$ cat src/rtl/axis_pkg.sv
// Shared AXI-Stream helpers for the split/join lane blocks.
// Contents:
//   state_t            - split FSM state encoding (RUN / FLUSH)
//   MAX_LANES, PTR_W   - widest lane mask the helpers accept, and its index width
//   next_set_bit_wrap  - next set bit above a position, wrapping to the lowest set bit
package axis_pkg;

  typedef enum logic {
    ST_RUN   = 1'b0,
    ST_FLUSH = 1'b1
  } state_t;

  localparam int MAX_LANES = 32;
  localparam int PTR_W     = 5;

  // Returns the lowest set bit of mask strictly above cur. If there is none,
  // it wraps to the lowest set bit. Passing cur = all-ones therefore yields the
  // lowest set bit. With an empty mask, cur is returned unchanged.
  function automatic logic [PTR_W-1:0] next_set_bit_wrap(
    input logic [MAX_LANES-1:0] mask,
    input logic [PTR_W-1:0]     cur
  );
    logic [PTR_W-1:0] res;
    res = cur;
    // Descending scans: the last write wins, so each scan keeps the lowest match.
    for (int i = MAX_LANES - 1; i >= 0; i--) begin
      if (mask[i]) res = PTR_W'(i);
    end
    for (int i = MAX_LANES - 1; i >= 0; i--) begin
      if (mask[i] && (i > int'(cur))) res = PTR_W'(i);
    end
    return res;
  endfunction

endpackage

$ cat src/rtl/axis_split_distributor_if.sv
// Bundles the distributor's stream signals.
// Signals:
//   oen               - output enable mask
//   s_axis_*          - single input stream
//   m_axis_*          - M_COUNT packed output streams
// Modports:
//   slave  - the distributor's view
//   master - the environment's view (source of s_axis, sink of m_axis)
interface axis_split_distributor_if #(
  parameter int M_COUNT    = 4,
  parameter int DATA_WIDTH = 64
);
  logic [M_COUNT-1:0]            oen;
  logic                          s_axis_tvalid;
  logic [DATA_WIDTH-1:0]         s_axis_tdata;
  logic                          s_axis_tlast;
  logic                          s_axis_tready;
  logic [M_COUNT-1:0]            m_axis_tvalid;
  logic [M_COUNT*DATA_WIDTH-1:0] m_axis_tdata;
  logic [M_COUNT-1:0]            m_axis_tlast;
  logic [M_COUNT-1:0]            m_axis_tready;

  modport slave (
    input  oen, s_axis_tvalid, s_axis_tdata, s_axis_tlast, m_axis_tready,
    output s_axis_tready, m_axis_tvalid, m_axis_tdata, m_axis_tlast
  );

  modport master (
    output oen, s_axis_tvalid, s_axis_tdata, s_axis_tlast, m_axis_tready,
    input  s_axis_tready, m_axis_tvalid, m_axis_tdata, m_axis_tlast
  );
endinterface

$ cat src/rtl/axis_split_lane.sv
// One output lane of the split distributor. It has two stages:
//   H : holds a word whose tlast is not known yet.
//   O : drives the output stream.
// Ports:
//   clk, rst     - clock, synchronous active-high reset
//   load_i       - an accepted input beat targets this lane
//   data_i       - the input beat's data
//   flush_i      - the frame has ended; H drains to O tagged with tlast
//   m_tready_i   - downstream ready
//   accept_ok_o  - lane can take a new beat this cycle
//   h_full_o     - H holds a word
//   m_tvalid_o, m_tdata_o, m_tlast_o - registered output stream
module axis_split_lane
  import axis_pkg::*;
#(
  parameter int DATA_WIDTH = 64
) (
  input  logic                  clk,
  input  logic                  rst,
  input  logic                  load_i,
  input  logic [DATA_WIDTH-1:0] data_i,
  input  logic                  flush_i,
  input  logic                  m_tready_i,
  output logic                  accept_ok_o,
  output logic                  h_full_o,
  output logic                  m_tvalid_o,
  output logic [DATA_WIDTH-1:0] m_tdata_o,
  output logic                  m_tlast_o
);

  logic                  h_valid_q, h_valid_d;
  logic [DATA_WIDTH-1:0] h_data_q,  h_data_d;
  logic                  o_valid_q, o_valid_d;
  logic [DATA_WIDTH-1:0] o_data_q,  o_data_d;
  logic                  o_last_q,  o_last_d;

  logic consume;
  logic o_free;
  logic move_run;
  logic move_flush;

  assign consume    = o_valid_q & m_tready_i;
  assign o_free     = ~o_valid_q | consume;
  // In RUN, a new beat for this lane proves the held word was not the last one.
  // accept_ok_o guarantees O is free whenever H is full here.
  assign move_run   = load_i & h_valid_q;
  // In FLUSH, the held word is the lane's final word of the frame.
  assign move_flush = flush_i & h_valid_q & o_free;

  assign accept_ok_o = ~h_valid_q | ~o_valid_q | m_tready_i;
  assign h_full_o    = h_valid_q;
  assign m_tvalid_o  = o_valid_q;
  assign m_tdata_o   = o_data_q;
  assign m_tlast_o   = o_last_q;

  // Next-state for the H and O stages.
  always_comb begin
    h_valid_d = h_valid_q;
    h_data_d  = h_data_q;
    o_valid_d = o_valid_q;
    o_data_d  = o_data_q;
    o_last_d  = o_last_q;
    if (move_run || move_flush) begin
      o_valid_d = 1'b1;
      o_data_d  = h_data_q;
      o_last_d  = move_flush;
    end else if (consume) begin
      o_valid_d = 1'b0;
    end else begin
      o_valid_d = o_valid_q;
    end
    if (load_i) begin
      h_valid_d = 1'b1;
      h_data_d  = data_i;
    end else if (move_flush) begin
      h_valid_d = 1'b0;
    end else begin
      h_valid_d = h_valid_q;
    end
  end

  // Stage registers.
  always_ff @(posedge clk) begin
    if (rst) begin
      h_valid_q <= 1'b0;
      h_data_q  <= '0;
      o_valid_q <= 1'b0;
      o_data_q  <= '0;
      o_last_q  <= 1'b0;
    end else begin
      h_valid_q <= h_valid_d;
      h_data_q  <= h_data_d;
      o_valid_q <= o_valid_d;
      o_data_q  <= o_data_d;
      o_last_q  <= o_last_d;
    end
  end

endmodule

$ cat src/rtl/axis_split_distributor.sv
// Fans one AXI-Stream input out to M_COUNT outputs. Within a frame, beats go
// round-robin across the enabled outputs, and every lane that received data
// closes its sub-frame with its own tlast.
// Ports:
//   clk  - clock
//   rst  - synchronous active-high reset
//   bus  - slave modport: oen, s_axis_* input stream, m_axis_* packed output streams
module axis_split_distributor
  import axis_pkg::*;
#(
  parameter int M_COUNT    = 4,
  parameter int DATA_WIDTH = 64
) (
  input  logic                       clk,
  input  logic                       rst,
  axis_split_distributor_if.slave    bus
);

  localparam int IDX_W = $clog2(M_COUNT);

  state_t             state_q, state_d;
  logic               frame_active_q, frame_active_d;
  logic [M_COUNT-1:0] oen_q, oen_d;
  logic [IDX_W-1:0]   ptr_q, ptr_d;

  logic [M_COUNT-1:0] en_mask;
  logic [PTR_W-1:0]   first_w;
  logic [PTR_W-1:0]   target_w;
  logic [PTR_W-1:0]   next_w;
  logic [IDX_W-1:0]   target_idx;
  logic [M_COUNT-1:0] accept_ok;
  logic [M_COUNT-1:0] h_full;
  logic               s_ready;
  logic               accept;

  logic [M_COUNT-1:0]            m_tvalid;
  logic [M_COUNT*DATA_WIDTH-1:0] m_tdata;
  logic [M_COUNT-1:0]            m_tlast;

  // Before a frame starts, the live mask decides. Its lowest lane takes the first beat.
  assign en_mask    = frame_active_q ? oen_q : bus.oen;
  assign first_w    = next_set_bit_wrap(MAX_LANES'(bus.oen), {PTR_W{1'b1}});
  assign target_w   = frame_active_q ? PTR_W'(ptr_q) : first_w;
  assign target_idx = target_w[IDX_W-1:0];
  assign next_w     = next_set_bit_wrap(MAX_LANES'(en_mask), target_w);

  assign s_ready = ~rst & (state_q == ST_RUN) & (|en_mask) & accept_ok[target_idx];
  assign accept  = bus.s_axis_tvalid & s_ready;

  assign bus.s_axis_tready = s_ready;
  assign bus.m_axis_tvalid = m_tvalid;
  assign bus.m_axis_tdata  = m_tdata;
  assign bus.m_axis_tlast  = m_tlast;

  for (genvar i = 0; i < M_COUNT; i++) begin : g_lane
    axis_split_lane #(
      .DATA_WIDTH (DATA_WIDTH)
    ) u_lane (
      .clk         (clk),
      .rst         (rst),
      .load_i      (accept && (target_idx == IDX_W'(i))),
      .data_i      (bus.s_axis_tdata),
      .flush_i     (state_q == ST_FLUSH),
      .m_tready_i  (bus.m_axis_tready[i]),
      .accept_ok_o (accept_ok[i]),
      .h_full_o    (h_full[i]),
      .m_tvalid_o  (m_tvalid[i]),
      .m_tdata_o   (m_tdata[i*DATA_WIDTH +: DATA_WIDTH]),
      .m_tlast_o   (m_tlast[i])
    );
  end

  // Frame FSM: latches the mask at frame start, steps the pointer, and drains on tlast.
  always_comb begin
    state_d        = state_q;
    frame_active_d = frame_active_q;
    oen_d          = oen_q;
    ptr_d          = ptr_q;
    case (state_q)
      ST_RUN: begin
        if (accept) begin
          if (!frame_active_q) begin
            oen_d          = bus.oen;
            frame_active_d = 1'b1;
          end else begin
            oen_d          = oen_q;
          end
          ptr_d = next_w[IDX_W-1:0];
          if (bus.s_axis_tlast) begin
            state_d = ST_FLUSH;
          end else begin
            state_d = ST_RUN;
          end
        end else begin
          state_d = ST_RUN;
        end
      end
      ST_FLUSH: begin
        if (h_full == '0) begin
          state_d        = ST_RUN;
          frame_active_d = 1'b0;
          ptr_d          = '0;
        end else begin
          state_d        = ST_FLUSH;
        end
      end
      default: begin
        state_d        = ST_RUN;
        frame_active_d = 1'b0;
        ptr_d          = '0;
      end
    endcase
  end

  // FSM and frame registers.
  always_ff @(posedge clk) begin
    if (rst) begin
      state_q        <= ST_RUN;
      frame_active_q <= 1'b0;
      oen_q          <= '0;
      ptr_q          <= '0;
    end else begin
      state_q        <= state_d;
      frame_active_q <= frame_active_d;
      oen_q          <= oen_d;
      ptr_q          <= ptr_d;
    end
  end

endmodule

$ cat src/flat_wrapper.sv
// flat-port wrapper written by rule: the top's interface ports become plain ports
module axis_split_distributor_flat import axis_pkg::*;
#(
  parameter int M_COUNT    = 4,
  parameter int DATA_WIDTH = 64
)
  (clk, rst, bus_oen, bus_s_axis_tvalid, bus_s_axis_tdata, bus_s_axis_tlast, bus_m_axis_tready, bus_s_axis_tready, bus_m_axis_tvalid, bus_m_axis_tdata, bus_m_axis_tlast);
  axis_split_distributor_if #(.M_COUNT(M_COUNT), .DATA_WIDTH(DATA_WIDTH)) bus_i ();
  input  logic clk;
  input  logic rst;
  input wire logic [$bits(bus_i.oen)-1:0] bus_oen;
  input wire logic [$bits(bus_i.s_axis_tvalid)-1:0] bus_s_axis_tvalid;
  input wire logic [$bits(bus_i.s_axis_tdata)-1:0] bus_s_axis_tdata;
  input wire logic [$bits(bus_i.s_axis_tlast)-1:0] bus_s_axis_tlast;
  input wire logic [$bits(bus_i.m_axis_tready)-1:0] bus_m_axis_tready;
  output wire logic [$bits(bus_i.s_axis_tready)-1:0] bus_s_axis_tready;
  output wire logic [$bits(bus_i.m_axis_tvalid)-1:0] bus_m_axis_tvalid;
  output wire logic [$bits(bus_i.m_axis_tdata)-1:0] bus_m_axis_tdata;
  output wire logic [$bits(bus_i.m_axis_tlast)-1:0] bus_m_axis_tlast;
  assign bus_i.oen = bus_oen;
  assign bus_i.s_axis_tvalid = bus_s_axis_tvalid;
  assign bus_i.s_axis_tdata = bus_s_axis_tdata;
  assign bus_i.s_axis_tlast = bus_s_axis_tlast;
  assign bus_i.m_axis_tready = bus_m_axis_tready;
  assign bus_s_axis_tready = bus_i.s_axis_tready;
  assign bus_m_axis_tvalid = bus_i.m_axis_tvalid;
  assign bus_m_axis_tdata = bus_i.m_axis_tdata;
  assign bus_m_axis_tlast = bus_i.m_axis_tlast;
  axis_split_distributor #(.M_COUNT(M_COUNT), .DATA_WIDTH(DATA_WIDTH)) u_core (.clk(clk), .rst(rst), .bus(bus_i));
endmodule
$ cat config.mk
export PLATFORM = sky130hd
export DESIGN_NAME = axis_split_distributor_flat
export DESIGN_NICKNAME = d
export VERILOG_FILES = /design/src/rtl/axis_pkg.sv /design/src/rtl/axis_split_distributor_if.sv /design/src/rtl/axis_split_lane.sv /design/src/rtl/axis_split_distributor.sv /design/src/flat_wrapper.sv
export SDC_FILE = /design/constraint.sdc
export NUM_CORES = 1
export LEC_CHECK = 0
export CORE_ASPECT_RATIO = 2
export CORE_MARGIN = 4
export CORE_UTILIZATION = 42
export CTS_BUF_LIST = sky130_fd_sc_hd__clkbuf_8
export CTS_CLUSTER_DIAMETER = 50
export DETAILED_ROUTE_END_ITERATION = 7
export GPL_TIMING_DRIVEN = 1
export HOLD_SLACK_MARGIN = 0.03
export PLACE_DENSITY = 0.69
export SLEW_MARGIN = 5
export SYNTH_ARGS = -nofsm -noshare
export SYNTH_HDL_FRONTEND = slang
export SYNTH_SLANG_ARGS = --single-unit
export TNS_END_PERCENT = 30
$ cat constraint.sdc
create_clock -name clk -period 1.9 [get_ports clk]
set_input_delay 0.285 -clock clk [delete_from_list [all_inputs] [get_ports clk]]
set_output_delay 0.285 -clock clk [all_outputs]
set_load 0.02 [all_outputs]
==> results.cfg, run 1 <==
[sta]
fmax_ghz = 0.429
setup_viol = 642
tightest_slew_ps = 861
grt_setup_unrepaired = true
fin_crit_sh_pct = 123
layout_setup_ws_ps = -431
finalHoldViolCount = 0
max-slew-margin-rel_pct = 42.6
finClkSkew_ps = 29.0
period_needed_ps = 2330
holdWs_ps = 203
maxSlewViolCount = 0

[min_path]
min_to = u_core.g_lane[0].u_lane.m_tdata_o[55]$_SDFFE_PP0P_
hold_depth = 3
hp-class = in2reg
min_from = rst

[placed_design]
post-dp-hpwl_um = 41200
placed_cells = 3172
portBuffers = 340
place_congestion = 0.846

[critical_path]
critPathKind = reg2reg
r2r_end = u_core.g_lane[3].u_lane.m_tdata_o[5]$_SDFFE_PP0P_
worstPathMaxFanout = 5
r2r_slack_ps = -430
r2r_cells = 12
startpoint = u_core.frame_active_q$_SDFFE_PP0P_
rr_startpoint = u_core.frame_active_q$_SDFFE_PP0P_
cp-start-kind = flop
crit_path_end_kind = flop
required_ps = 2390
arrival_ps = 2820

[finish]
stdcell_count = 3394
drive_gt1_share_pct = 22.0
nets = 2860
final_util_pct = 63.1
synthToLayoutAreaGrowth_pct = 47.7

[floorplanning]
die_w_um = 158
die_y_um = 308
ios = 341
dieArea_um2 = 48700
start_util_pct = 42.7
coreArea_um2 = 44300
rows = 109

[logic_synthesis]
synthCells = 2373
synth_edf_count = 0
yosys.cell_types.count = 47
synth-xor-area-share_pct = 0
synth_compound_area_share_pct = 15.3
avgSynthCellArea_um2 = 7.97
synthMuxAreaShare_pct = 0.509
netlist_area_um2 = 18900
synthAdderAreaFrac_pct = 0
synth-seq-area-share_pct = 56.3
async_flop_share_pct = 0
ys_warn_count = 0
synth_simple_gate_area_share_pct = 22.4
syn_nets = 2449
ys_ff_latch = 532
synth_top_flop_cell = dfxtp_1
synth_top_family_by_area = simple AND/OR/NAND/NOR gates

[detailed_routing]
wirelength_um = 73500
drtPass1Iterations = 5
vias = 18400
ant_nets = 0
routedWlPerCell_um = 21.7
drc = 0
vias_per_cell = 5.41
drt_iter0_markers = 1258

[clock_network]
htree_levels = 3
cts_num_sinks = 532
clockBufferDepth = 3
clk_latency_ps = 640
cts-root-buf = clkbuf_8
cts_tree = done
cts_buffers = 75
cts_hold_buf = 0
clkTransAtPathRegs_ps = 70

[run]
drv_cap = 0

[global_route]
overflow = 0
grt_pass1_wl_um = 99600
grt_max_degree = 156
grt_pass1_vias = 17500
antenna_found_initial = 8
track_usage_pct = 26.5

[pwr]
ir_drop_mv = 0.574
finalPower_w = 0.0219
leakage_nw = 10.5
powerDensity_nw_per_um2 = 783

[outcome]
violations = negative setup slack
status = finished with violations
[cell type report]
cell class	count	area (um^2)
clock buffer	95	1310
timing repair buffer	510	6240
fill	3550	16400
antenna	6	15.0
multi-input combinational	1662	8850
tap	555	694
sequential	532	10700
clock inverter	31	178
inverter	3	11.3
[layout by cell type, fill, tap and decap left out, drive strengths merged, types with 2 or more instances in the layout]
cell type and count:
buf 153, a21o 2, nor2 14, nand3 7, or2 5, inv 25
o211ai 3, clkinv 7, dfxtp 532, and3 3, nand2 1043, nor3b 2
mux2 5, o21a 2, a22oi 2, o21ai 9, nand3b 4, clkdlybuf4s50 338
diode 6, nor3 3, nor4 3, mux2i 4, nand2b 8, a21oi 528
clkbuf 114, a31oi 3
[state kept, by name, indices dropped and copies added (netlist names)]
signal / flops
u_core.oen_q: 4
u_core.g_lane.u_lane.h_full_o: 4
u_core.state_q: 1
u_core.frame_active_q: 1
u_core.g_lane.u_lane.m_tlast_o: 4
u_core.g_lane.u_lane.m_tvalid_o: 4
u_core.g_lane.u_lane.m_tdata_o: 256
u_core.ptr_q: 2
u_core.g_lane.u_lane.h_data_q: 256
[where the power goes]
| part | internal, W | switching [W] |
|---|---|---|
| combinational | 0.000601 | 0.000898 |
| clock | 0.00464 | 0.00433 |
| sequential | 0.0113 | 0.000122 |
[through the flow]
| step | TNS [ps] | setup slack (ps) | area [um^2] |
|---|---|---|---|
| 2_1_floorplan | -687 | -16.7 | 19000 |
| 3_3_place_gp | -362520 | -793 | 23100 |
| 3_5_place_dp | -406090 | -903 | 23100 |
| 4_1_cts | -146320 | -409 | 26200 |
| 5_1_grt | -208000 | -530 | 28000 |
| 6_report | -151300 | -431 | 28000 |
[Yosys cell counts, types with 2 or more instances]
master	n	share of area, %
mux2_2	5	0.30
o21a_1	2	0.079
a21o_1	2	0.079
dfxtp_1	532	56
inv_1	3	0.060
clkbuf_1	80	1.6
a21oi_1	527	14
nand3b_1	4	0.16
buf_6	24	1.4
nor4_1	2	0.066
and3_1	3	0.099
nand2_1	1043	21
o21ai_0	6	0.16
nand2b_1	8	0.26
mux2i_1	4	0.21
o211ai_1	3	0.12
or2_2	3	0.099
buf_2	36	0.95
nand3_1	6	0.16
nor2_1	11	0.22
nor3_1	2	0.053
a31oi_1	3	0.099
a22oi_1	2	0.079
nor3b_1	2	0.079
buf_4	37	1.5
nor2_2	2	0.066
[how the worst max path moves through the flow]
stage	to	slack, ps
4_1_cts	bus_s_axis_tready	-410
3_3_place_gp	u_core.g_lane[3].u_lane.m_tdata_o[56]$_SDFFE_PP0P_	-790
6_report	u_core.g_lane[3].u_lane.m_tdata_o[5]$_SDFFE_PP0P_	-430
5_1_grt	u_core.g_lane[2].u_lane.h_data_q[39]$_SDFFE_PP0P_	-530
3_5_place_dp	u_core.g_lane[3].u_lane.m_tdata_o[54]$_SDFFE_PP0P_	-900
2_1_floorplan	u_core.oen_q[0]$_SDFFE_PP0P_	-20
[critical path: stages (launching register included)]
cell and delay (ps):
dfxtp_4 400, nor3_4 60, buf_6 120, a221oi_4 300, buf_6 150, buf_6 120
o2111ai_4 150, buf_6 180, o21a_4 260, buf_12 160, clkbuf_16 160, nand2_1 70
a21oi_1 50
[kinds of logic after synthesis]
kind of cell    after synthesis
simple gates               1095
compound gates              557
flops                       532
buf+inv                     180
mux                           9
[timing repair]
action                     in CTS  in global routing
buffers inserted               37                 23
gates resized for setup       114                414
pin swaps                      28                195
hold endpoints to repair        0                  0
setup endpoints to repair     724                782
gates cloned                   27                 23
[routing by layer]
| layer | track usage (%) | wire [um] | share of wire, % |
|---|---|---|---|
| met5 | 0 | 27 | 0.037 |
| met4 | 14.9 | 4440 | 6.0 |
| met3 | 5.59 | 4820 | 6.6 |
| met2 | 46.1 | 37500 | 51 |
| met1 | 29.7 | 26700 | 36 |
(Power assumes the default switching activity.)
==> inputs of run 2 (changes only) <==
--- a/config.mk
+++ b/config.mk
@@ -5,15 +5,16 @@
 export SDC_FILE = /design/constraint.sdc
 export NUM_CORES = 1
 export LEC_CHECK = 0
+export CELL_PAD_IN_SITES_DETAIL_PLACEMENT = 2
+export CELL_PAD_IN_SITES_GLOBAL_PLACEMENT = 2
 export CORE_ASPECT_RATIO = 2
-export CORE_MARGIN = 4
-export CORE_UTILIZATION = 42
+export CORE_UTILIZATION = 28
 export CTS_BUF_LIST = sky130_fd_sc_hd__clkbuf_8
 export CTS_CLUSTER_DIAMETER = 50
 export DETAILED_ROUTE_END_ITERATION = 7
 export GPL_TIMING_DRIVEN = 1
 export HOLD_SLACK_MARGIN = 0.03
-export PLACE_DENSITY = 0.69
+export PLACE_DENSITY = 0.77
 export SLEW_MARGIN = 5
 export SYNTH_ARGS = -nofsm -noshare
 export SYNTH_HDL_FRONTEND = slang
==> results.cfg, run 2 (synthesized netlist as in run 1, its figures left out) <==
[clock_network]
htree_levels = 3
cts-root-buf = clkbuf_8
cts_buffers = 80
clk_latency_ps = 670
cts_num_sinks = 532
clockBufferDepth = 3
clkTransAtPathRegs_ps = 70
cts_tree = done

[sta]
layout_setup_ws_ps = -641
fin_crit_sh_pct = 134
finClkSkew_ps = 40.7
maxSlewViolCount = 0
max-slew-margin-rel_pct = 10.7
grt_setup_unrepaired = true
finalHoldViolCount = 0
tightest_slew_ps = 1340
timing.setup.tns_ps = -269270
fmax_ghz = 0.394
period_needed_ps = 2540
setup_viol = 718
holdWs_ps = 275

[global_route]
track_usage_pct = 27.8
grt_max_degree = 241
overflow = 0
grt_pass1_wl_um = 141000
antenna_found_initial = 3
grt_pass1_vias = 21900

[detailed_routing]
wirelength_um = 101000
routedWlPerCell_um = 26.7
drt_iter0_markers = 838
ant_nets = 0
vias_per_cell = 5.14
drc = 0
vias = 19500
drtPass1Iterations = 4

[outcome]
violations = negative setup slack
status = finished with violations

[finish]
fillers = 7101
mostFrequentLayoutCell = nand2_1
nets = 2926
layout_common_cells = nand2_1, dfxtp_1, a21oi_1, clkdlybuf4s50_1, nand2_4
regArea_um2 = 10700
drive_gt1_share_pct = 25.7
synthToLayoutAreaGrowth_pct = 58.3
design_area_um2 = 29900
multi_input_area_um2 = 9270

[floorplanning]
dieArea_um2 = 68700
rows = 134
die_y_um = 370
ios = 341
start_util_pct = 28.4
coreArea_um2 = 66700
die_w_um = 186

[min_path]
min_to = u_core.state_q$_SDFF_PP0_
hold_depth = 3
min_from = bus_s_axis_tlast
hp-class = in2reg

[critical_path]
cp-start-kind = flop
worstPathMaxFanout = 6
r2r_cells = 14
r2r_slack_ps = -640
critPathKind = reg2reg
arrival_ps = 3100
rr_startpoint = u_core.frame_active_q$_SDFFE_PP0P_
r2r_end = u_core.g_lane[2].u_lane.m_tdata_o[56]$_SDFFE_PP0P_
required_ps = 2460
crit_path_end_kind = flop

[pwr]
powerDensity_nw_per_um2 = 779
leakage_nw = 10.7
finalPower_w = 0.0233
ir_drop_mv = 0.513

[placed_design]
placed_area_um2 = 23600
post-dp-hpwl_um = 50800
pre_cts_ws_ps = -881
place_congestion = 0.811
portBuffers = 340

[run]
drv_cap = 0
==> run 2: how the worst max path moves through the flow <==
stage | start | to | slack (ps)
finish | u_core.frame_active_q$_SDFFE_PP0P_ | u_core.g_lane[2].u_lane.m_tdata_o[56]$_SDFFE_PP0P_ | -640
global route | u_core.frame_active_q$_SDFFE_PP0P_ | u_core.g_lane[2].u_lane.m_tdata_o[12]$_SDFFE_PP0P_ | -720
CTS | u_core.frame_active_q$_SDFFE_PP0P_ | bus_s_axis_tready | -540
detailed placement | bus_oen[1] | u_core.g_lane[2].u_lane.m_tdata_o[27]$_SDFFE_PP0P_ | -880
global placement | bus_oen[0] | bus_s_axis_tready | -750
floorplan | u_core.frame_active_q$_SDFFE_PP0P_ | u_core.oen_q[0]$_SDFFE_PP0P_ | -20
==> run 2: metrics by stage <==
step	utilization (%)	instances
finish	44.9	3792
floorplan	-	2373
CTS	43.4	3748
global placement	35.3	3507
global route	44.9	3791
detailed placement	35.3	3507
==> run 2: what timing repair did <==
item,in CTS,in global routing
resized for setup,508,142
pin swaps,258,58
setup endpoints to repair,796,796
buffers inserted,55,34
gates cloned,51,16
hold buffers,0,0
==> run 2: cell type report <==
type	instances	area share [%]
multi-input combinational	1662	30.9
clock buffer	99	4.55
tap	884	3.69
inverter	3	0.0376
sequential	532	35.6
timing repair buffer	571	24.3
clock inverter	38	0.831
antenna	3	0.0251
==> run 2: report_power, final <==
| group | total [W] | switching [W] | internal [W] |
|---|---|---|---|
| combinational | 0.00197 | 0.00118 | 0.000794 |
| sequential | 0.0114 | 0.000123 | 0.0113 |
| clock | 0.00994 | 0.00484 | 0.00510 |
| total | 0.0233 | 0.00614 | 0.0172 |
==> run 2: per-layer routing <==
metal  track usage [%]  vias to the layer above  wire length, um
met2              50.7                      695            52400
li1                  -                     8654                -
met4              14.7                        0             5770
met3              4.36                      270             5290
met5                 0                        -                0
met1              30.2                     9867            37900
==> run 2: critical path, stage by stage (launching register included) <==
cell and delay (ps):
dfxtp_4 420, nor3_4 60, buf_6 120, a221oi_4 310
buf_4 170, buf_4 100, buf_4 90, nand4_1 120
buf_6 180, a21oi_4 160, buf_12 200, buf_8 160
buf_16 150, nand2_4 50, a21oi_2 160
==> inputs of run 3 (changes only) <==
--- a/config.mk
+++ b/config.mk
@@ -10,7 +10,7 @@
 export CORE_ASPECT_RATIO = 2
 export CORE_UTILIZATION = 28
 export CTS_BUF_LIST = sky130_fd_sc_hd__clkbuf_8
-export CTS_CLUSTER_DIAMETER = 50
+export CTS_CLUSTER_DIAMETER = 100
 export DETAILED_ROUTE_END_ITERATION = 7
 export GPL_TIMING_DRIVEN = 1
 export HOLD_SLACK_MARGIN = 0.03
==> results.cfg, run 3 (synthesized netlist as in run 1, its figures left out) <==
[floorplanning]
rows = 134
coreArea_um2 = 66700
start_util_pct = 28.4
die_y_um = 370
dieArea_um2 = 68700
ios = 341
die_w_um = 186

[sta]
fmax_ghz = 0.408
max-slew-margin-rel_pct = -17.4
layout_setup_ws_ps = -549
period_needed_ps = 2450
setup_viol = 739
finalHoldViolCount = 0
fin_crit_sh_pct = 129
holdWs_ps = 326
finClkSkew_ps = 39.2
maxSlewViolCount = 164
grt_setup_unrepaired = true
tightest_slew_ps = 1760

[critical_path]
arrival_ps = 3020
r2r_slack_ps = -550
path_common_cell = buf_12
cp-start-kind = flop
critPathKind = reg2reg
worstPathMaxFanout = 11
crit_slowest_cell = dfxtp_4
cp_cell_sequence = nor3_4, buf_6, a221oi_4, buf_4, o2111a_2, buf_12, and3_4, buf_12, buf_16, nand2_1, a21oi_1
slowest_delay_ps = 410
r2r_cells = 11
r2r_end = u_core.g_lane[1].u_lane.h_data_q[8]$_SDFFE_PP0P_
required_ps = 2470
rr_startpoint = u_core.frame_active_q$_SDFFE_PP0P_
crit_path_end_kind = flop

[placed_design]
place_congestion = 0.811
portBuffers = 340
placed_area_um2 = 23600
post-dp-hpwl_um = 50800

[clock_network]
cts_num_sinks = 532
cts_tree = done
clk_latency_ps = 680
clockBufferDepth = 3
cts-root-buf = clkbuf_8
cts_buffers = 80
clkTransAtPathRegs_ps = 70
cts_hold_buf = 0
htree_levels = 3

[detailed_routing]
drtPass1Iterations = 5
vias = 19400
wirelength_um = 102000
routedWlPerCell_um = 26.9
drt_iter0_markers = 976
vias_per_cell = 5.14
drc = 0
ant_nets = 0

[global_route]
grt_pass1_wl_um = 144000
grt_max_degree = 241
antenna_found_initial = 1
track_usage_pct = 28.8
grt_pass1_vias = 22000
overflow = 0

[finish]
layout_common_cells = nand2_1, dfxtp_1, a21oi_1, clkdlybuf4s50_1, a21oi_2
nets = 2918
design_area_um2 = 29800
mostFrequentLayoutCell = nand2_1
drive_gt1_share_pct = 24.9
synthToLayoutAreaGrowth_pct = 57.3
fillers = 7101
final_util_pct = 44.6

[outcome]
violations = max-slew violations, negative setup slack
status = finished with violations

[pwr]
leakage_nw = 10.5
finalPower_w = 0.0234
powerDensity_nw_per_um2 = 786
ir_drop_mv = 0.497

[run]
drv_cap = 0

[min_path]
min_from = bus_s_axis_tlast
hp-class = in2reg
hold_depth = 3
min_to = u_core.state_q$_SDFF_PP0_
[run 3: power breakdown]
part / internal, W / switching (W)
logic: 0.000768 / 0.00116
clock network: 0.00518 / 0.00486
registers: 0.0113 / 0.000118
total: 0.0172 / 0.00613
[run 3: what timing repair did]
item,in CTS,in global routing
endpoints found under the setup margin,796,795
cloned,56,11
buffers inserted,62,18
resized for setup,525,75
pin swaps,269,29
[run 3: cell type report]
cell class	count	area, um^2	area share, %
multi-input cells	1662	9100	30.6
well taps	884	1110	3.72
inverters	3	11.3	0.0378
diodes	1	2.50	0.00841
repair buffers	563	7250	24.4
flip-flops and latches	532	10700	35.8
clock inverters	36	240	0.807
clock buffers	101	1390	4.67
[run 3: stage by stage]
step                      std cells  worst slack (ps)  TNS [ps]
final                          3782              -549   -243980
after global routing           3782              -653   -297340
after CTS                      3760              -537   -250920
after detailed placement       3507              -881   -376610
after global placement         3507              -750   -323070
after floorplan                2373             -16.7      -687
[run 3: routing by layer]
| layer | share of wire [%] | vias up | GRT usage [%] | wire length, um |
|---|---|---|---|---|
| li1 | - | 8638 | - | - |
| met1 | 38 | 9872 | 31.5 | 38800 |
| met2 | 51 | 634 | 52.1 | 52300 |
| met3 | 4.4 | 289 | 4.52 | 4430 |
| met4 | 6.0 | 0 | 15.2 | 6050 |
| met5 | 0 | - | 0 | 0 |
[run 3: critical path: cells and delay by family, from the launching register on]
kind | cells | cell delay [ps]
and+or+nand+nor | 3 | 450
DFF | 1 | 410
buffers and inverters | 5 | 730
AOI/OAI and AO/OA | 3 | 770
[run 3: worst max path at each step]
stage | end | cells past startpoint | from
6_report | u_core.g_lane[1].u_lane.h_data_q[8]$_SDFFE_PP0P_ | 11 | u_core.frame_active_q$_SDFFE_PP0P_
3_3_place_gp | bus_s_axis_tready | 7 | bus_oen[0]
2_1_floorplan | u_core.oen_q[0]$_SDFFE_PP0P_ | 8 | u_core.frame_active_q$_SDFFE_PP0P_
4_1_cts | bus_s_axis_tready | 6 | u_core.frame_active_q$_SDFFE_PP0P_
3_5_place_dp | u_core.g_lane[2].u_lane.m_tdata_o[27]$_SDFFE_PP0P_ | 11 | bus_oen[1]
5_1_grt | u_core.g_lane[3].u_lane.m_tdata_o[6]$_SDFFE_PP0P_ | 12 | u_core.frame_active_q$_SDFFE_PP0P_
==> RTL edit 1: new RTL, config.mk and constraints of run 2 <==
Make the reset (`rst`) asynchronous in 2 clocked blocks. Comments in the files are not updated.
--- a/src/rtl/axis_split_lane.sv
+++ b/src/rtl/axis_split_lane.sv
@@ -80,7 +80,7 @@
   end
 
   // Stage registers.
-  always_ff @(posedge clk) begin
+  always_ff @(posedge clk or posedge rst) begin
     if (rst) begin
       h_valid_q <= 1'b0;
       h_data_q  <= '0;
--- a/src/rtl/axis_split_distributor.sv
+++ b/src/rtl/axis_split_distributor.sv
@@ -113,7 +113,7 @@
   end
 
   // FSM and frame registers.
-  always_ff @(posedge clk) begin
+  always_ff @(posedge clk or posedge rst) begin
     if (rst) begin
       state_q        <= ST_RUN;
       frame_active_q <= 1'b0;
Check against the original RTL: differs if rst is asserted again (counterexample within 4 cycles, from zero or initial values and one cycle with rst high); with rst held inactive, the same outputs for 4 cycles.
==> RTL edit 1 against run 2 <==
  * The flow still finishes with violations (negative setup slack)
  * Wire length decreased by 31%
  * Final area decreased by 5.3%
  * Setup slack got worse by 0.051 ns
  * Sequential cell count unchanged
  * Synthesized area increased by 6.5%
Power is not compared: it rests on default switching activity, and its combinational part moved more than twofold at a synthesized area within 25%.
==> RTL edit 1: results <==
group,metric,value,unit
timing,setup_viol,795,
synthesis,ys_seq_area_frac,0.661,
synthesis,ys_types,40,
setup_path,slowest_stage,"nor4_1",
place,dpl_cell_area,25500,µm²
global_routing,grt.total_usage,0.195,
place,placed_cells,2502,
global_routing,grt_pass1_wl,103000,µm
place,gp_congestion,0.782,
synthesis,synth.avg_cell_area,16.5,µm²
synthesis,synth_area_leaders,"dfrtp_1, mux2_2, mux2_1",
place,dp_hpwl,44200,µm
synthesis,synth_nets,1295,
setup_path,cpPeakStageDelay,0.67,ns
clock_network,clk_latency,0.73,ns
timing,finClkSkew,0.0315,ns
timing,hold_slack,0.128,ns
setup_path,cp_max_fo,33,
routing,met3_length,4020,µm
global_routing,grt_pass1_vias,15300,
setup_path,cp-startpoint,"bus_oen[0]",
timing,relSlewSlack,0.579,
routing,routed_wl,70200,µm
run_status,violations,"negative setup slack",
finish,drive_above_1_share,0.449,
routing,dr_wl_met2,39800,µm
finish,multi_input_area,6840,µm²
place,dp_slack,-0.933,ns
clock_network,cts_buffers,83,
routing,via_per_inst,4.63,
finish,nFillCells,6858,
setup_path,r2r_start,"u_core.frame_active_q$_DFFE_PP0P_",
run_status,status,"finished with violations",
setup_path,worstReg2RegEnd,"u_core.g_lane[3].u_lane.m_tdata_o[18]$_DFFE_PP0P_",
timing,tns,-297.19,ns
timing,finalWorstSetupSlack,-0.691,ns
## RTL edit 1: area by class of cell
| cell class | instances | share of cell area |
|---|---|---|
| multi-input combinational | 615 | 0.241 |
| clock inverter | 41 | 0.00736 |
| clock buffer | 108 | 0.0524 |
| timing repair buffer | 485 | 0.189 |
| antenna | 1 | 0.0000882 |
| sequential | 532 | 0.469 |
| inverter | 4 | 0.000661 |
| tap | 910 | 0.0401 |
## RTL edit 1: cells by family after synthesis
| logic type | Yosys count | synth area share |
|---|---|---|
| flip-flops | 532 | 0.661 |
| multiplexers | 525 | 0.293 |
| buffers and inverters | 72 | 0.0193 |
| AND/OR/NAND/NOR | 59 | 0.0157 |
| AO/OA/AOI/OAI | 31 | 0.0108 |
## RTL edit 1: power by group through the flow
stage	clock [mW]	combinational (mW)	sequential, mW
2_1_floorplan	0	6.50	21.0
3_3_place_gp	0	16.2	18.8
3_5_place_dp	0	16.9	19.4
4_1_cts	10.4	18.1	19.3
5_1_grt	10.8	19.2	19.9
6_report	9.96	18.1	19.4
## RTL edit 1: worst max-delay path: cells and delay by family
| kind | cells | cell delay, ns |
|---|---|---|
| mux | 2 | 0.59 |
| compound gates | 1 | 0.19 |
| simple gates | 2 | 0.86 |
| buf+inv | 4 | 1.20 |
## RTL edit 1: routing by layer
metal  track usage  vias up
li1              -     5341
met1         0.189     6643
met2         0.376      388
met3        0.0547      106
met4        0.0761        4
met5             0        -
## RTL edit 1: repair_timing
action / in CTS / in global routing
cloned: 12 / 4
buffers inserted: 26 / 3
pin swaps: 7 / 4
resized for setup: 99 / 37
endpoints found under the setup margin: 794 / 795
==> RTL edit 2: new RTL, config.mk and constraints of run 2 <==
Made on the original files. `DATA_WIDTH` is set to 64 in 4 places; all go to 56.
--- a/src/rtl/axis_split_distributor_if.sv
+++ b/src/rtl/axis_split_distributor_if.sv
@@ -8,7 +8,7 @@
 //   master - the environment's view (source of s_axis, sink of m_axis)
 interface axis_split_distributor_if #(
   parameter int M_COUNT    = 4,
-  parameter int DATA_WIDTH = 64
+  parameter int DATA_WIDTH = 56
 );
   logic [M_COUNT-1:0]            oen;
   logic                          s_axis_tvalid;
--- a/src/rtl/axis_split_lane.sv
+++ b/src/rtl/axis_split_lane.sv
@@ -13,7 +13,7 @@
 module axis_split_lane
   import axis_pkg::*;
 #(
-  parameter int DATA_WIDTH = 64
+  parameter int DATA_WIDTH = 56
 ) (
   input  logic                  clk,
   input  logic                  rst,
--- a/src/rtl/axis_split_distributor.sv
+++ b/src/rtl/axis_split_distributor.sv
@@ -9,7 +9,7 @@
   import axis_pkg::*;
 #(
   parameter int M_COUNT    = 4,
-  parameter int DATA_WIDTH = 64
+  parameter int DATA_WIDTH = 56
 ) (
   input  logic                       clk,
   input  logic                       rst,
--- a/src/flat_wrapper.sv
+++ b/src/flat_wrapper.sv
@@ -2,7 +2,7 @@
 module axis_split_distributor_flat import axis_pkg::*;
 #(
   parameter int M_COUNT    = 4,
-  parameter int DATA_WIDTH = 64
+  parameter int DATA_WIDTH = 56
 )
   (clk, rst, bus_oen, bus_s_axis_tvalid, bus_s_axis_tdata, bus_s_axis_tlast, bus_m_axis_tready, bus_s_axis_tready, bus_m_axis_tvalid, bus_m_axis_tdata, bus_m_axis_tlast);
   axis_split_distributor_if #(.M_COUNT(M_COUNT), .DATA_WIDTH(DATA_WIDTH)) bus_i ();
Ports: changed (resized bus_m_axis_tdata and bus_s_axis_tdata); port bits go from 341 to 301. The function was not compared with the original's and may differ.
==> RTL edit 2 against run 2 <==
  * The flow still finishes with violations (negative setup slack)
  * Final area fell by 8.4%
  * Setup slack improved by 0.098 ns
  * Power down 11%
  * Clock skew fell by 0.0040 ns
  * Wire length is 8.7% lower
  * Global-route usage is 0.60 points lower
  * Largest power group unchanged
  * Utilization rose by 1.8 points
  * Synthesized area is 12% lower
  * Sequential share of layout area fell by 1.4 points
  * Count of clock-buffer cells in the layout down 12
  * Sequential cell count down 64
==> RTL edit 2: results <==
group,metric,value,unit
place,dp_hpwl,46500,µm
routing,drt_iter0_markers,776,
timing,setup_viol,637,
timing,relSlewSlack,0.100,
finish,nMultiInputCombCells,1469,
pwr,vdd_ir_drop_max,0.456,mV
synthesis,ys_types,43,
global_routing,grt_use_met1,0.274,
global_routing,grt.total_usage,0.272,
timing,finalWorstSetupSlack,-0.543,ns
finish,bufAreaShareNonClock,0.235,
pwr,pg_comb,2.05,mW
finish,final_util,0.467,
routing,dr_wl_met2,51100,µm
synthesis,netlist_top_cells_count,"nand2_1, dfxtp_1, a21oi_1",
routing,met3_length,3810,µm
run_status,status,"finished with violations",
routing,drt-met1-wl,31600,µm
finish,fin_nets,2588,
place,dp_slack,-0.845,ns
timing,finClkSkew,0.0367,ns
clock_network,cts_buffers,72,
timing,tns,-176.60,ns
pwr,netSwitchingFraction,0.274,
routing,dr.pass1.iters,5,
place,gp_congestion,0.866,
place,numPortBuffers,300,
synthesis,ys_seq_area_frac,0.564,
synthesis,synth_area_leaders,"dfxtp_1, nand2_1, a21oi_1",
global_routing,grt_use_met2,0.532,
finish,seqAreaFraction,0.342,
finish,nClkBuffers,87,
pwr,power,20.7,mW
setup_path,worst_ep_arrival_time,3.00,ns
synthesis,synth_nets,2168,
routing,via_per_inst,5.15,
place,placed_cells,3105,
global_routing,grt_pass1_vias,18900,
pwr,seq_power_share,0.486,
pwr,p_leak,10.0,nW
finish,num_antenna_cells,1,
place,dpl_cell_area,20900,µm²
floorplanning,fp.dieW,174,µm
global_routing,grt_pass1_wl,122000,µm
finish,clk_share,0.0507,
setup_path,cpPeakStageDelay,0.38,ns
routing,wl_per_cell,27.7,µm
finish,design.seq.count,468,
global_routing,grt_use_met3,0.0421,
synthesis,synthMuxAreaShare,0.00580,
run_status,violations,"negative setup slack",
finish,multi_input_area,9260,µm²
finish,drive_above_1_share,0.330,
synthesis,yosys_warnings,0,
==> RTL edit 2: repair_timing <==
action                                  CTS  global route
pin swaps                               192           227
setup buffers                            45            23
hold buffers                              1             0
resized for setup                       483           410
hold endpoints to repair                  1             0
cloned                                   44            17
endpoints found under the setup margin  689           698
==> RTL edit 2: worst paths after layout <==
| path | start | endpoint | slack [ns] | cells after the start |
|---|---|---|---|---|
| setup / recovery | u_core.frame_active_q$_SDFFE_PP0P_ | u_core.g_lane[2].u_lane.h_data_q[11]$_SDFFE_PP0P_ | -0.54 | 14 |
| hold / removal | bus_s_axis_tlast | u_core.state_q$_SDFF_PP0_ | 0.33 | 3 |
| setup reg to reg | u_core.frame_active_q$_SDFFE_PP0P_ | u_core.g_lane[2].u_lane.h_data_q[11]$_SDFFE_PP0P_ | -0.54 | 14 |
| hold reg to reg | u_core.g_lane[1].u_lane.h_data_q[33]$_SDFFE_PP0P_ | u_core.g_lane[1].u_lane.m_tdata_o[33]$_SDFFE_PP0P_ | 0.43 | 2 |
